## src/rtl/spike_fifo_pkg.sv

```systemverilog
// spike_fifo_pkg: shared SNN constants and spike packet type for the merge, router and FIFOs
package snn_pkg;
    localparam int SPIKE_W         = 32;
    localparam int FIFO_AW_DEFAULT = 4;
    typedef struct packed {
        logic [15:0] neuron;
        logic [15:0] ts;
    } spike_t;
endpackage

```

## src/rtl/spike_fifo_if.sv

```systemverilog
// spike_fifo_if: FIFO write/read/status bundle; master = producer+consumer side, slave = FIFO
interface spike_fifo_if #(
    parameter int DATA_WIDTH = snn_pkg::SPIKE_W,
    parameter int ADDR_WIDTH = snn_pkg::FIFO_AW_DEFAULT
);
    logic                  wen;
    logic [DATA_WIDTH-1:0] din;
    logic                  full;
    logic                  almost_full;
    logic                  read_en;
    logic [DATA_WIDTH-1:0] dout;
    logic                  empty;
    logic [ADDR_WIDTH:0]   count;
    logic                  overflow;
    logic                  underflow;
    logic                  clear_err;
    modport master (
        output wen, din, read_en, clear_err,
        input  full, almost_full, dout, empty, count, overflow, underflow
    );
    modport slave (
        input  wen, din, read_en, clear_err,
        output full, almost_full, dout, empty, count, overflow, underflow
    );
endinterface

```

## src/rtl/spike_fifo_ram.sv

```systemverilog
// spike_fifo_ram: simple dual-port RAM, sync write, sync read-enabled registered output
// ports: clk, rst (clears read register only), we/waddr/wdata, re/raddr, rdata
module spike_fifo_ram #(
    parameter int DW = 32,
    parameter int AW = 4
) (
    input  logic          clk,
    input  logic          rst,
    input  logic          we,
    input  logic [AW-1:0] waddr,
    input  logic [DW-1:0] wdata,
    input  logic          re,
    input  logic [AW-1:0] raddr,
    output logic [DW-1:0] rdata
);
    logic [DW-1:0] mem [2**AW];
    logic [DW-1:0] rdata_q;
    always_ff @(posedge clk)
        if (we) mem[waddr] <= wdata;
    // read-before-write: a same-address read+write (full FIFO) returns the old word
    always_ff @(posedge clk)
        if (rst) rdata_q <= '0;
        else if (re) rdata_q <= mem[raddr];
    assign rdata = rdata_q;
endmodule

```

## src/rtl/spike_fifo.sv

```systemverilog
// spike_fifo: single-clock spike packet FIFO with registered count, flags and sticky errors
// ports: clk, reset (sync, active-high), bus (spike_fifo_if.slave: write/read/status)
module spike_fifo
    import snn_pkg::*;
#(
    parameter int DATA_WIDTH = SPIKE_W,
    parameter int ADDR_WIDTH = FIFO_AW_DEFAULT,
    parameter int AF_LEVEL   = 12
) (
    input  logic       clk,
    input  logic       reset,
    spike_fifo_if.slave bus
);
    localparam logic [ADDR_WIDTH:0] DEPTH = (ADDR_WIDTH+1)'(2**ADDR_WIDTH);
    localparam logic [ADDR_WIDTH:0] AF    = (ADDR_WIDTH+1)'(AF_LEVEL);
    logic [ADDR_WIDTH-1:0] wr_ptr_q, wr_ptr_d, rd_ptr_q, rd_ptr_d;
    logic [ADDR_WIDTH:0]   count_q, count_d;
    logic                  overflow_q, overflow_d, underflow_q, underflow_d;
    logic                  wr_acc, rd_acc;
    always_comb begin
        // a read frees the slot in the same edge, so full does not block a paired write
        wr_acc      = bus.wen && (!bus.full || bus.read_en);
        rd_acc      = bus.read_en && !bus.empty;
        wr_ptr_d    = wr_ptr_q + ADDR_WIDTH'(wr_acc);
        rd_ptr_d    = rd_ptr_q + ADDR_WIDTH'(rd_acc);
        count_d     = count_q + (ADDR_WIDTH+1)'(wr_acc) - (ADDR_WIDTH+1)'(rd_acc);
        overflow_d  = (bus.wen && bus.full && !bus.read_en) || (overflow_q && !bus.clear_err);
        underflow_d = (bus.read_en && bus.empty) || (underflow_q && !bus.clear_err);
    end
    always_ff @(posedge clk)
        if (reset) begin
            wr_ptr_q    <= '0;
            rd_ptr_q    <= '0;
            count_q     <= '0;
            overflow_q  <= 1'b0;
            underflow_q <= 1'b0;
        end else begin
            wr_ptr_q    <= wr_ptr_d;
            rd_ptr_q    <= rd_ptr_d;
            count_q     <= count_d;
            overflow_q  <= overflow_d;
            underflow_q <= underflow_d;
        end
    spike_fifo_ram #(.DW(DATA_WIDTH), .AW(ADDR_WIDTH)) u_ram (
        .clk   (clk),
        .rst   (reset),
        .we    (wr_acc && !reset),
        .waddr (wr_ptr_q),
        .wdata (bus.din),
        .re    (rd_acc && !reset),
        .raddr (rd_ptr_q),
        .rdata (bus.dout)
    );
    assign bus.count       = count_q;
    assign bus.full        = count_q == DEPTH;
    assign bus.empty       = count_q == '0;
    assign bus.almost_full = count_q >= AF;
    assign bus.overflow    = overflow_q;
    assign bus.underflow   = underflow_q;
endmodule

```

## src/flat_wrapper.sv

```systemverilog
// flat-port wrapper written by rule: the top's interface ports become plain ports
module spike_fifo_flat import snn_pkg::*;
#(
    parameter int DATA_WIDTH = SPIKE_W,
    parameter int ADDR_WIDTH = FIFO_AW_DEFAULT,
    parameter int AF_LEVEL   = 12
)
  (clk, reset, bus_wen, bus_din, bus_read_en, bus_clear_err, bus_full, bus_almost_full, bus_dout, bus_empty, bus_count, bus_overflow, bus_underflow);
  spike_fifo_if #(.DATA_WIDTH(DATA_WIDTH), .ADDR_WIDTH(ADDR_WIDTH)) bus_i ();
  input  logic clk;
  input  logic reset;
  input wire logic [$bits(bus_i.wen)-1:0] bus_wen;
  input wire logic [$bits(bus_i.din)-1:0] bus_din;
  input wire logic [$bits(bus_i.read_en)-1:0] bus_read_en;
  input wire logic [$bits(bus_i.clear_err)-1:0] bus_clear_err;
  output wire logic [$bits(bus_i.full)-1:0] bus_full;
  output wire logic [$bits(bus_i.almost_full)-1:0] bus_almost_full;
  output wire logic [$bits(bus_i.dout)-1:0] bus_dout;
  output wire logic [$bits(bus_i.empty)-1:0] bus_empty;
  output wire logic [$bits(bus_i.count)-1:0] bus_count;
  output wire logic [$bits(bus_i.overflow)-1:0] bus_overflow;
  output wire logic [$bits(bus_i.underflow)-1:0] bus_underflow;
  assign bus_i.wen = bus_wen;
  assign bus_i.din = bus_din;
  assign bus_i.read_en = bus_read_en;
  assign bus_i.clear_err = bus_clear_err;
  assign bus_full = bus_i.full;
  assign bus_almost_full = bus_i.almost_full;
  assign bus_dout = bus_i.dout;
  assign bus_empty = bus_i.empty;
  assign bus_count = bus_i.count;
  assign bus_overflow = bus_i.overflow;
  assign bus_underflow = bus_i.underflow;
  spike_fifo #(.DATA_WIDTH(DATA_WIDTH), .ADDR_WIDTH(ADDR_WIDTH), .AF_LEVEL(AF_LEVEL)) u_core (.clk(clk), .reset(reset), .bus(bus_i));
endmodule
```

## config.mk

```make
export PLATFORM = sky130hd
export DESIGN_NAME = spike_fifo_flat
export DESIGN_NICKNAME = d
export VERILOG_FILES = /design/src/rtl/spike_fifo_pkg.sv /design/src/rtl/spike_fifo_if.sv /design/src/rtl/spike_fifo_ram.sv /design/src/rtl/spike_fifo.sv /design/src/flat_wrapper.sv
export SDC_FILE = /design/constraint.sdc
export NUM_CORES = 1
export LEC_CHECK = 0
export BUFFER_PORTS_ARGS = -buffer_cell sky130_fd_sc_hd__buf_2
export CORE_UTILIZATION = 30
export CTS_CLUSTER_DIAMETER = 100
export DETAILED_ROUTE_END_ITERATION = 10
export HOLD_SLACK_MARGIN = 0.03
export PLACE_DENSITY_LB_ADDON = 0.15
export SETUP_SLACK_MARGIN = 0.02
export SLEW_MARGIN = 25
export SYNTH_ARGS = -nofsm -noshare
export SYNTH_HDL_FRONTEND = slang
export SYNTH_SLANG_ARGS = --single-unit
```

## constraint.sdc

```tcl
create_clock -name clk -period 9.2 [get_ports clk]
set_input_delay 0.46 -clock clk [delete_from_list [all_inputs] [get_ports clk]]
set_output_delay 0.46 -clock clk [all_outputs]
set_load 0.02 [all_outputs]
```

==> results of run 1 <==
[cell type report]
type,count,area [um^2]
Tap cell,931,1160
Fill cell,6457,44400
Clock inverter,22,260
Sequential cell,559,16300
Inverter,8,30.0
Timing Repair Buffer,105,609
Clock buffer,91,1740
Multi-Input combinational cell,334,4700
[critical path: stages, from the launching register on]
cell and delay (ns):
dfxtp_1 0.41, inv_1 0.09, ha_1 0.22, nand2_1 0.09, o41ai_1 0.07, buf_4 0.16, or4_1 0.58, nor3_2 0.77
buf_4 0.53
[per-stage QoR]
| stage | worst slack (ns) | utilization | hold WS [ns] | instances |
|---|---|---|---|---|
| floorplan | 4.89 | - | 0.519 | 950 |
| global placement | 5.88 | 0.330 | 0.462 | 1937 |
| detailed placement | 5.87 | 0.330 | 0.476 | 1937 |
| CTS | 5.81 | 0.359 | 0.104 | 2050 |
| global route | 5.57 | 0.359 | 0.132 | 2050 |
| finish | 5.90 | 0.359 | 0.140 | 2050 |
[synthesized netlist by cell type (3+ instances only)]
library cell  instances
dfxtp_1              47
nor2_1               54
buf_1                 9
nand2b_1              3
mux2_2               32
buf_2                13
mux4_2              128
nor2b_1               8
xnor2_1               5
a21oi_1               4
clkbuf_1             22
buf_6                 3
inv_1                 8
ha_1                 12
mux2i_1              32
edfxtp_1            512
nor3_1                5
a221o_1              33
[final timing paths]
path	start	end	slack, ns	cells after the start
setup / recovery	u_core.bus.count[2]$_SDFF_PP0_	u_core.u_ram.mem[0][21]$_DFFE_PP_	5.90	8
hold / removal	bus_clear_err	u_core.bus.overflow$_SDFF_PP0_	0.14	3
hold reg to reg	u_core.bus.overflow$_SDFF_PP0_	u_core.bus.overflow$_SDFF_PP0_	0.48	2
setup reg to reg	u_core.bus.count[2]$_SDFF_PP0_	u_core.u_ram.mem[0][21]$_DFFE_PP_	5.90	8
[metal layers]
layer / vias to the layer above / part of all wire / wire, um / global-route usage
li1: 4235 / - / - / -
met1: 5234 / 0.47 / 23500 / 0.200
met2: 196 / 0.46 / 22900 / 0.220
met3: 73 / 0.044 / 2180 / 0.0293
met4: 2 / 0.021 / 1020 / 0.0402
met5: - / 0.00024 / 12 / 0
[state kept, by name, summed over array words and instances (netlist names)]
name                  cells
u_core.bus.count          5
u_core.bus.overflow       1
u_core.rd_ptr_q           4
u_core.bus.underflow      1
u_core.u_ram.rdata       32
u_core.u_ram.mem        512
u_core.wr_ptr_q           4
[cells in the final DEF, fill, tap and decap left out, types with 2 or more instances in the layout]
master     instances
edfxtp_1         512
mux4_2           128
buf_2             78
clkbuf_16         60
dfxtp_1           44
nor2_1            41
a221o_1           33
mux2_2            32
mux2i_1           32
buf_4             25
clkbuf_1          19
nor2_4            13
ha_1              12
clkbuf_8          12
inv_1              8
nor2b_1            8
clkinv_2           8
xnor2_1            5
bufinv_16          5
a21oi_1            4
nand2b_1           3
nor3_2             3
clkinv_1           3
dfxtp_4            3
nand2_1            2
or4b_2             2
nand3_1            2
xor2_1             2
inv_6              2
clkinv_4           2
[logic make-up (layout without fill, tap and decap cells)]
family          count (synthesis)  after routing  share of synthesized area
compound gates                 40             40                     0.0177
xor+xnor                        7              7                    0.00290
fa+ha+maj                      13             13                    0.00805
buf+inv                        57            226                     0.0123
flops                         559            559                      0.772
mux                           192            192                      0.169
simple gates                   82             82                     0.0186
[power groups by stage]
| stage | registers, mW | clock network (mW) | logic (mW) |
|---|---|---|---|
| detailed placement | 3.03 | 0 | 0.827 |
| finish | 2.97 | 2.43 | 0.811 |
| global placement | 3.03 | 0 | 0.829 |
| CTS | 2.97 | 2.50 | 0.832 |
| global route | 2.98 | 2.60 | 0.881 |
| floorplan | 3.01 | 0 | 0.567 |
==> results.toml, run 1 <==
[die]
start_util = 0.306
num_rows = 96
die_y_um = 267
design.portCount = 79
die-area_um2 = 71500
die_w_um = 267
core_area_um2 = 69200

[cells_and_area]
fin_nets = 1118
fin_area_um2 = 24800
syn2layout_area_growth_pct = 17.4
layout-drive-gt1-share = 0.340
diodes = 0

[pwr]
power_frac_comb = 0.131
swShare = 0.244
powerDensity_nw_per_um2 = 250
power_frac_clock = 0.391
irDropWorstVdd_mv = 0.139
internal_power_mw = 4.69
p_total_mw = 6.21
p_seq_frac = 0.478
leakage_nw = 7.78
p_sw_mw = 1.52

[clocking]
cts.reportedPaths.clkPinSlew_ns = 0.06
clkSinkCount = 559
cts_hold_buf = 0
postCtsSetupRepairBufs = 0
clock_path_buffers = 3
cts_root_buf = "clkbuf_16"
cts_tree = "built"
clk_latency_ns = 0.61
htree_levels = 2
post_cts_resized = 0
cts-buffers-inserted = 60

[sta]
tightest_slew_ns = 0.930
slew_headroom = 0.376
min_period_over_period = 0.358
timing.fmax_mhz = 303
hold_viol_final = 0
setup-tns-final_ns = 0
fin_crit_ns = 3.30
grt_setup_unrepaired = "false"
finalMaxSlewViolations = 0
setup_viol = 0
fin_skew_ns = 0.0148

[route]
drc = 0
drt-initial-drc-count = 679
routed_wl_um = 49600
vias_per_cell = 4.75
first_pass_iters = 4
via_count = 9740
ant_nets = 0
drt-wirelength-per-cell_um = 24.2

[synthesis]
synth_warnings = 0
synth_area_leader_cell = "edfxtp_1"
synth-main-ff-cell = "edfxtp_1"
postSynthCellCount = 950
synth_area_leaders = "edfxtp_1 (73%), mux4_2 (14%), dfxtp_1 (4.5%)"
synth.distinct_cells = 32
synth.top_cell.area_share = 0.727
ys_ff_latch = 559
synth_enable_flop_cells = 512
synth_area_um2 = 21100
syn_avg_cell_area_um2 = 22.3
syn-num-nets = 1000
postSynth.asyncResetShare = 0
synth_seq_area_share = 0.772

[placement]
dpl_cell_area_um2 = 22800
port_buffers = 78
gp_congestion = 0.677
place_hpwl_um = 26500

[global_routing]
grt_pass1_vias = 10765
grt_overflow = 0
grt_start_max_net_pins = 96
antenna_found_initial = 1
grt_use_total = 0.142
grt_pass1_wl_um = 73200

[setup_path]
path_class = "reg -> reg"
worst_setup_path_start_kind = "flop"
critical_path_peak_fanout = 23
end_kind = "flop"
cp.arrival_ns = 3.55
required_ns = 9.46

[outcome]
status = "completed"

[worst_hold_path]
worst_hold_path_type = "in -> reg"

[flow_run]
maxCapViolCount = 0
Power figures use the tool's default switching activity.
==> inputs of run 2 (changes only) <==
==> constraint.sdc (replaced) <==
create_clock -name clk -period 2.87 [get_ports clk]
set_input_delay 0.1435 -clock clk [delete_from_list [all_inputs] [get_ports clk]]
set_output_delay 0.1435 -clock clk [all_outputs]
set_load 0.02 [all_outputs]
==> run 2 against run 1 <==
- via count rose by 0.31%
- die area did not move
- combinational power rose to 3.6 times the previous value
- power rose to 3.3 times the previous value
- non-clock buffer count rose by 57
- count of clock-buffer cells in the layout fell by 8
- design area rose by 3.6%
- critical path type unchanged
==> results.toml, run 2 (synthesis gave the netlist of run 1 again) <==
[setup_path]
critical_path_peak_fanout = 5
crit_family = "adder cells"
reg2reg_from = "u_core.bus.count[2]$_SDFF_PP0_"
ff2ff_setup_slack_ns = 0.20
cp_num_cells = 11
critPathSlowestCell = "o41ai_2"
path_class = "reg -> reg"
r2r_end = "u_core.bus.count[4]$_SDFF_PP0_"
cp.arrival_ns = 3.16
r2r_cells = 11
slowest_delay_ns = 0.55
worst_setup_path_start_kind = "flop"
crit_chain = "inv_1 > ha_1 > nand2_1 > o41ai_2 > inv_1 > ha_1 > fa_1 > a21oi_1 > o21bai_1 > xnor2_1 > nor2_1"
required_ns = 3.37
end_kind = "flop"
crit_buf_inv = 2

[pwr]
irDropWorstVdd_mv = 0.460
powerDensity_nw_per_um2 = 786
power_frac_clock = 0.391
p_total_mw = 20.2
p_sw_mw = 4.87
swShare = 0.241
internal_power_mw = 15.4
power_frac_comb = 0.143
p_seq_frac = 0.465
leakage_nw = 8.12

[cells_and_area]
fin_nets = 1175
stdcell_count = 2107
layout-drive-gt1-share = 0.344
syn2layout_area_growth_pct = 21.7
final_common_cell = "edfxtp_1"
largest-register = "u_core.u_ram.mem"
final_cell_mix = "edfxtp_1 (512), mux4_2 (128), buf_2 (78)"
diodes = 0
largest_register_ffs = 512
fin_area_um2 = 25700
final_util = 0.372

[clocking]
cts.reportedPaths.clkPinSlew_ns = 0.06
cts-buffers-inserted = 60
cts_root_buf = "clkbuf_16"
clk_latency_ns = 0.61
clkSinkCount = 559
htree_levels = 2
cts_tree = "built"
clock_path_buffers = 3

[placement]
dp.cells = 1957
port_buffers = 78
dpl_cell_area_um2 = 23300
place_hpwl_um = 26500
gp_congestion = 0.691

[die]
num_rows = 96
die-area_um2 = 71500
start_util = 0.306
die_y_um = 267
design.portCount = 79
die_w_um = 267
core_area_um2 = 69200

[worst_hold_path]
hold_depth = 5
min_from = "bus_wen"
holdPathEnd = "u_core.wr_ptr_q[0]$_SDFF_PP0_"
worst_hold_path_type = "in -> reg"

[sta]
min_period_over_period = 0.929
holdWs_ns = 0.140
finalMaxSlewViolations = 0
fin_crit_ns = 2.67
fin_skew_ns = 0.0191
slew_headroom = 0.557
hold_viol_final = 0
setup_viol = 0
grt_setup_unrepaired = "false"
tightest_slew_ns = 0.658
timing.fmax_mhz = 375

[route]
ant_nets = 0
first_pass_iters = 5
via_count = 9770
vias_per_cell = 4.64
drt-initial-drc-count = 540
routed_wl_um = 47500
drc = 0
drt-wirelength-per-cell_um = 22.5

[outcome]
status = "completed"

[global_routing]
grt_start_max_net_pins = 34
grt_pass1_vias = 10494
grt_overflow = 0
grt_pass1_wl_um = 70700
antenna_found_initial = 3
grt_use_total = 0.135

[flow_run]
maxCapViolCount = 0
==> run 2: power by group through the flow <==
stage	registers [mW]	logic, mW	clock network, mW
final	9.41	2.89	7.92
after detailed placement	9.59	2.92	0
after global routing	9.45	3.15	8.43
after CTS	9.42	2.98	8.17
after floorplan	9.64	1.82	0
after global placement	9.58	2.92	0
==> run 2: worst max-delay path by stage <==
stage                                   start                                 to  slack [ns]
3_3_place_gp   u_core.bus.count[2]$_SDFF_PP0_     u_core.bus.count[4]$_SDFF_PP0_       -0.04
6_report       u_core.bus.count[2]$_SDFF_PP0_     u_core.bus.count[4]$_SDFF_PP0_        0.20
3_5_place_dp   u_core.bus.count[2]$_SDFF_PP0_     u_core.bus.count[4]$_SDFF_PP0_       -0.07
4_1_cts        u_core.bus.count[2]$_SDFF_PP0_  u_core.u_ram.mem[8][26]$_DFFE_PP_        0.19
2_1_floorplan  u_core.bus.count[2]$_SDFF_PP0_  u_core.u_ram.mem[12][0]$_DFFE_PP_       -0.28
5_1_grt        u_core.bus.count[2]$_SDFF_PP0_     u_core.bus.count[4]$_SDFF_PP0_        0.08
==> run 2: cell type report <==
cell class / count / area (um^2)
repair buffers: 162 / 1440
fillers: 6364 / 43500
flip-flops and latches: 559 / 16300
multi-input cells: 334 / 4720
clock buffers: 83 / 1660
well taps: 931 / 1160
clock inverters: 30 / 372
inverters: 8 / 30.0
==> run 2: metrics by stage <==
stage / worst slack, ns / TNS (ns)
global placement: -0.0364 / -0.0364
finish: 0.205 / 0
CTS: 0.191 / 0
detailed placement: -0.0679 / -0.0679
global route: 0.0835 / 0
floorplan: -0.284 / -37.51
==> run 2: repair_timing <==
item	4_1_cts	5_1_grt
resized for setup	1	0
buffers inserted	0	0
hold buffers	37	0
hold endpoints to repair	527	0
endpoints found under the setup margin	1	0
==> run 2: worst min-delay path, delay by kind of cell <==
family,cells,cell delay [ns]
and+or+nand+nor,1,0.10
buffers and inverters,2,0.21
adders and majority gates,1,0.12
AOI/OAI and AO/OA,1,0.13
==> run 2: per-layer routing <==
layer	track usage	wire [um]	vias to the layer above
met5	0	38	-
met2	0.216	22500	162
li1	-	-	4336
met3	0.0221	1610	62
met1	0.191	22500	5204
met4	0.0375	840	6
